<file path="src/rtl/aes_shift_rows_pipe.sv">
// ---------------------------------------------------------------------------
// aes_shift_rows_pipe
//
// Pipelined, multi-lane AES ShiftRows / InvShiftRows with valid/ready flow
// control and a sideband tag carried alongside each beat.
//
// The byte permutation is applied combinationally to in_state and the result
// is captured into stage 0. Stages 1..STAGES-1 are plain elastic registers.
// The output is driven from the last stage. Each stage reloads whenever it is
// empty or its contents move on, so bubbles collapse under backpressure and
// the pipe sustains one beat per cycle while out_ready stays high.
//
// Build option:
//   AES_SR_INV_EN  when defined, in_inv selects InvShiftRows per beat;
//                  when undefined, only the forward transform is built,
//                  in_inv is ignored and out_inv is always 0.
//
// Parameters:
//   LANES   independent 128-bit states per beat
//   STAGES  register stages (>=1), latency when not stalled
//   TAG_W   sideband tag width
//
// Ports:
//   clk, rst              clock (rising edge), asynchronous active-high reset
//   in_valid / in_ready   upstream handshake
//   in_inv                direction for the whole beat (1 = inverse)
//   in_tag, in_state      beat payload, lane L at [128L+127:128L]
//   out_valid / out_ready downstream handshake
//   out_inv, out_tag      direction and tag of the outgoing beat
//   out_state             transformed states, same lane packing
//   busy                  any stage holds a beat
// ---------------------------------------------------------------------------
module aes_shift_rows_pipe #(
   parameter int LANES  = 1,
   parameter int STAGES = 2,
   parameter int TAG_W  = 4
) (
   input  logic                 clk,
   input  logic                 rst,
   input  logic                 in_valid,
   output logic                 in_ready,
   input  logic                 in_inv,
   input  logic [TAG_W-1:0]     in_tag,
   input  logic [128*LANES-1:0] in_state,
   output logic                 out_valid,
   input  logic                 out_ready,
   output logic                 out_inv,
   output logic [TAG_W-1:0]     out_tag,
   output logic [128*LANES-1:0] out_state,
   output logic                 busy
);

   localparam int SW = 128 * LANES;

   // ------------------------------------------------------------------
   // Byte permutation. Byte i of a lane sits at bits [8i+7:8i], with
   // i = r + 4c. Row r is rotated left by r columns (right for inverse).
   // ------------------------------------------------------------------
   logic [SW-1:0] xf_state;
   logic          xf_inv;

   generate
      for (genvar gi = 0; gi < LANES * 16; gi++) begin : g_byte
         localparam int L   = gi / 16;
         localparam int B   = gi % 16;
         localparam int R   = B % 4;
         localparam int C   = B / 4;
         localparam int FWD = 128 * L + 8 * (R + 4 * ((C + R) % 4));
`ifdef AES_SR_INV_EN
         localparam int INV = 128 * L + 8 * (R + 4 * ((C - R + 4) % 4));
         assign xf_state[gi*8 +: 8] = in_inv ? in_state[INV +: 8] : in_state[FWD +: 8];
`else
         assign xf_state[gi*8 +: 8] = in_state[FWD +: 8];
`endif
      end
   endgenerate

`ifdef AES_SR_INV_EN
   assign xf_inv = in_inv;
`else
   // Forward-only build: the direction input has no effect.
   logic unused_in_inv;
   assign unused_in_inv = in_inv;
   assign xf_inv        = 1'b0;
`endif

   // ------------------------------------------------------------------
   // Elastic stage registers
   // ------------------------------------------------------------------
   logic [STAGES-1:0]            v_q, v_d;
   logic [STAGES-1:0]            inv_q, inv_d;
   logic [STAGES-1:0][TAG_W-1:0] tag_q, tag_d;
   logic [STAGES-1:0][SW-1:0]    data_q, data_d;

   // What each stage would load: stage 0 takes the transformed input,
   // every later stage takes its predecessor.
   logic [STAGES-1:0]            src_v, src_inv;
   logic [STAGES-1:0][TAG_W-1:0] src_tag;
   logic [STAGES-1:0][SW-1:0]    src_data;

   assign src_v[0]    = in_valid;
   assign src_inv[0]  = xf_inv;
   assign src_tag[0]  = in_tag;
   assign src_data[0] = xf_state;

   generate
      for (genvar gi = 1; gi < STAGES; gi++) begin : g_src
         assign src_v[gi]    = v_q[gi-1];
         assign src_inv[gi]  = inv_q[gi-1];
         assign src_tag[gi]  = tag_q[gi-1];
         assign src_data[gi] = data_q[gi-1];
      end
   endgenerate

   // load[k]: stage k may take a new value this cycle. The chain runs from
   // out_ready backwards, so a stalled full pipe blocks in_ready while any
   // empty stage still accepts (bubble collapse).
   logic [STAGES:0] load;

   always_comb begin
      load         = '0;
      load[STAGES] = out_ready;
      for (int k = STAGES - 1; k >= 0; k--) begin
         load[k] = !v_q[k] || load[k+1];
      end
   end

   always_comb begin
      v_d    = v_q;
      inv_d  = inv_q;
      tag_d  = tag_q;
      data_d = data_q;
      for (int k = 0; k < STAGES; k++) begin
         if (load[k]) begin
            v_d[k] = src_v[k];
            // Payload only moves with a real beat; empty slots keep old data.
            if (src_v[k]) begin
               inv_d[k]  = src_inv[k];
               tag_d[k]  = src_tag[k];
               data_d[k] = src_data[k];
            end
         end
      end
   end

   always_ff @(posedge clk or posedge rst) begin
      if (rst) begin
         v_q    <= '0;
         inv_q  <= '0;
         tag_q  <= '0;
         data_q <= '0;
      end else begin
         v_q    <= v_d;
         inv_q  <= inv_d;
         tag_q  <= tag_d;
         data_q <= data_d;
      end
   end

   assign in_ready  = load[0];
   assign out_valid = v_q[STAGES-1];
   assign out_inv   = inv_q[STAGES-1];
   assign out_tag   = tag_q[STAGES-1];
   assign out_state = data_q[STAGES-1];
   assign busy      = |v_q;

endmodule

</file>
<file path="config.mk">
export PLATFORM = sky130hd
export DESIGN_NAME = aes_shift_rows_pipe
export DESIGN_NICKNAME = d
export VERILOG_FILES = /design/src/rtl/aes_shift_rows_pipe.sv
export SDC_FILE = /design/constraint.sdc
export NUM_CORES = 1
export LEC_CHECK = 0
export ABC_AREA = 1
export BUFFER_PORTS_ARGS = -buffer_cell sky130_fd_sc_hd__buf_2
export CAP_MARGIN = 40
export CORE_UTILIZATION = 54
export CTS_CLUSTER_SIZE = 40
export DETAILED_ROUTE_END_ITERATION = 10
export PLACE_DENSITY = 0.79
export SYNTH_ARGS = -nofsm -noshare
export SYNTH_HDL_FRONTEND = slang
export SYNTH_SLANG_ARGS = --single-unit
</file>
<file path="constraint.sdc">
create_clock -name clk -period 9.2 [get_ports clk]
set_input_delay 0.46 -clock clk [delete_from_list [all_inputs] [get_ports clk]]
set_output_delay 0.46 -clock clk [all_outputs]
set_load 0.02 [all_outputs]
</file>
==> reports/qor.yml <==
run_status:
  status: "finished clean"
setup_path:
  cpPeakStageDelay_ps: 930
  crit_arrival_ps: 4110
  crit_fanout: 79
  crit_top_cell: "nand2_1"
  startpoint_type: "register"
  path_buf_inv: 1
  cp-end-kind: "register"
  critical_path_class: "register to register"
  crit_family: "simple AND/OR/NAND/NOR gates"
  required_ps: 9660
  cpMaxStageDelayCell: "dfrtp_4"
  worstPathCellList: "nand3_4 > nand2_4 > buf_4 > nand2_1 > nand2_1"
global_route:
  grt_pass1_wl_um: 43600
  antenna_found_initial: 6
  grt_pass1_vias: 8574
  grt_max_degree: 111
  gr-total-overflow: 0
  track_usage_pct: 25.0
sta:
  max_slew_margin_pct: 41.0
  rsz0062_at_grt: "false"
  max_freq_ghz: 0.274
  setup_viol: 0
  min_period_ps: 3650
  timing_hold_violations_final: 0
  fin_setup_tns_ps: 0
  slew_viol_final: 0
  period_share_pct: 39.6
  worstMarginPinSlew_ps: 886
  whs_ps: 66.4
  clock_skew_ps: 12.1
clock_tree:
  clock_latency_ps: 530
  ctsLongestPathBuffers: 3
  cts_sinks: 266
  cts-buffers-inserted: 28
  post_cts_buffers: 0
  post_cts_resized: 0
  clk_pin_slew_ps: 60
  htreeDepth: 1
  cts_tree: "built"
  hold_buffers: 0
  root_buffer: "clkbuf_16"
floorplan:
  die_w_um: 147
  io_pins: 273
  die_y_um: 147
  core_area_mm2: 0.0205
  dieArea_mm2: 0.0217
  rows: 52
  start_util_pct: 55.6
synthesis:
  ys_types: 13
  postSynthCellCount: 1283
  yosys_register_bits: 266
  synth_top_area_cell: "dfrtp_1"
  ys_seq_area_share_pct: 58.4
  mappedNetlistArea_mm2: 0.0114
  netlist_top_cells_area: "dfrtp_1 58%, nand2_1 18%, nand3_1 12%"
  yosys_warnings: 0
  synth.top_cell.area_share_pct: 58.4
  avgSynthCellArea_um2: 8.89
  syn-num-nets: 1420
detailed_routing:
  drt_iter0_drc: 457
  via_per_inst: 5.19
  wl_per_cell_um: 16.1
  dr.pass1.iters: 5
  via_count: 8701
  ant_nets: 0
  drc: 0
  wl_um: 27000
cells_and_area:
  final_util_pct: 62.6
  drive_gt1_share_pct: 24.0
  nFillCells: 1770
  fin_area_mm2: 0.0128
  final_net_count: 1517
  area_delta_synth_final_pct: 12.5
  final_cells: 1676
placed_design:
  place.gp.congestion: 0.801
  port_buffers: 270
  placed_area_mm2: 0.0119
  place_hpwl_um: 16200
  dp.cells: 1620
power:
  p_per_area_mw_per_mm2: 278
  vdd.ir_drop.worst_mv: 0.173
  leakage_nw: 7.26
flow_run:
  drv_cap: 0
hold_path:
  hold_path_class: "primary input to asynchronous set/reset pin"
## kinds of logic after synthesis
family | share of synthesized area (%)
flops | 58.4
simple gates | 29.3
other cells | 0.0329
buf+inv | 12.3
## synth_stat cells
cell type	count
nand2_2	1
dfrtp_1	266
buf_4	145
buf_2	30
or2_2	1
buf_1	7
nand3_2	1
nand3_1	264
clkbuf_1	32
conb_1	1
buf_6	1
inv_1	2
nand2_1	532
## power breakdown
part / internal, mW / total, mW / switching (mW)
clock network: 0.658 / 1.12 / 0.461
registers: 1.43 / 1.58 / 0.153
logic: 0.272 / 0.869 / 0.597
total: 2.36 / 3.57 / 1.21
## sequential cells by signal, indices dropped and copies added, names as in the netlist
register and flops:
out_tag 4, src_tag 4, data_q 128, out_state 128, v_q 2
## metal layers
metal  part of all wire (%)  routed length, um  global-route usage [%]  vias to the layer above
met1                     41              11100                    32.6                     4097
met2                     47              12600                    40.3                      359
met3                    7.4               2000                    4.94                       92
li1                       -                  -                       -                     4151
met4                    4.8               1280                    12.1                        2
met5                  0.048                 13                       0                        -
## per-stage QoR
step	total power, mW	worst slack [ps]
global route	3.75	5300
detailed placement	2.47	5560
floorplan	2.37	1410
CTS	3.60	5520
global placement	2.43	5600
finish	3.57	5550
## layout make-up
cell class	instances	area, um^2	area share (%)
antenna	6	15.0	0.117
clock buffer	39	833	6.50
clock inverter	11	90.1	0.702
inverter	2	15.0	0.117
multi-input combinational	800	3370	26.3
sequential	266	6660	51.9
tap	270	338	2.63
timing repair buffer	282	1500	11.7
## path summary, 6_finish.rpt
kind                                           start                        end  slack [ps]  cells past startpoint
setup / recovery                  v_q[0]$_DFFE_PP0P_     data_q[78]$_DFFE_PP0P_        5550                      5
hold / removal                                   rst   out_state[2]$_DFFE_PP0P_          70                      2
setup reg to reg                  v_q[0]$_DFFE_PP0P_     data_q[78]$_DFFE_PP0P_        5550                      5
hold reg to reg            out_state[74]$_DFFE_PP0P_  out_state[74]$_DFFE_PP0P_         460                      2
max in group asynchronous                        rst         v_q[0]$_DFFE_PP0P_        7840                      4
min in group clk                        in_state[51]    data_q[115]$_DFFE_PP0P_         150                      3
## cell usage in the layout (no fill, tap or decap)
cell type / n
or2_2: 1
clkinv_2: 7
nand3_1: 264
buf_16: 3
clkbuf_8: 7
conb_1: 1
clkbuf_16: 29
clkinvlp_4: 1
dfrtp_1: 265
nand2_1: 530
inv_6: 1
clkbuf_1: 3
clkinv_4: 1
inv_8: 1
inv_1: 1
dfrtp_4: 1
nand3_4: 1
nand2_4: 3
bufinv_16: 1
buf_2: 269
diode_2: 6
buf_4: 10
No activity file was read; power rests on OpenSTA's default activity.
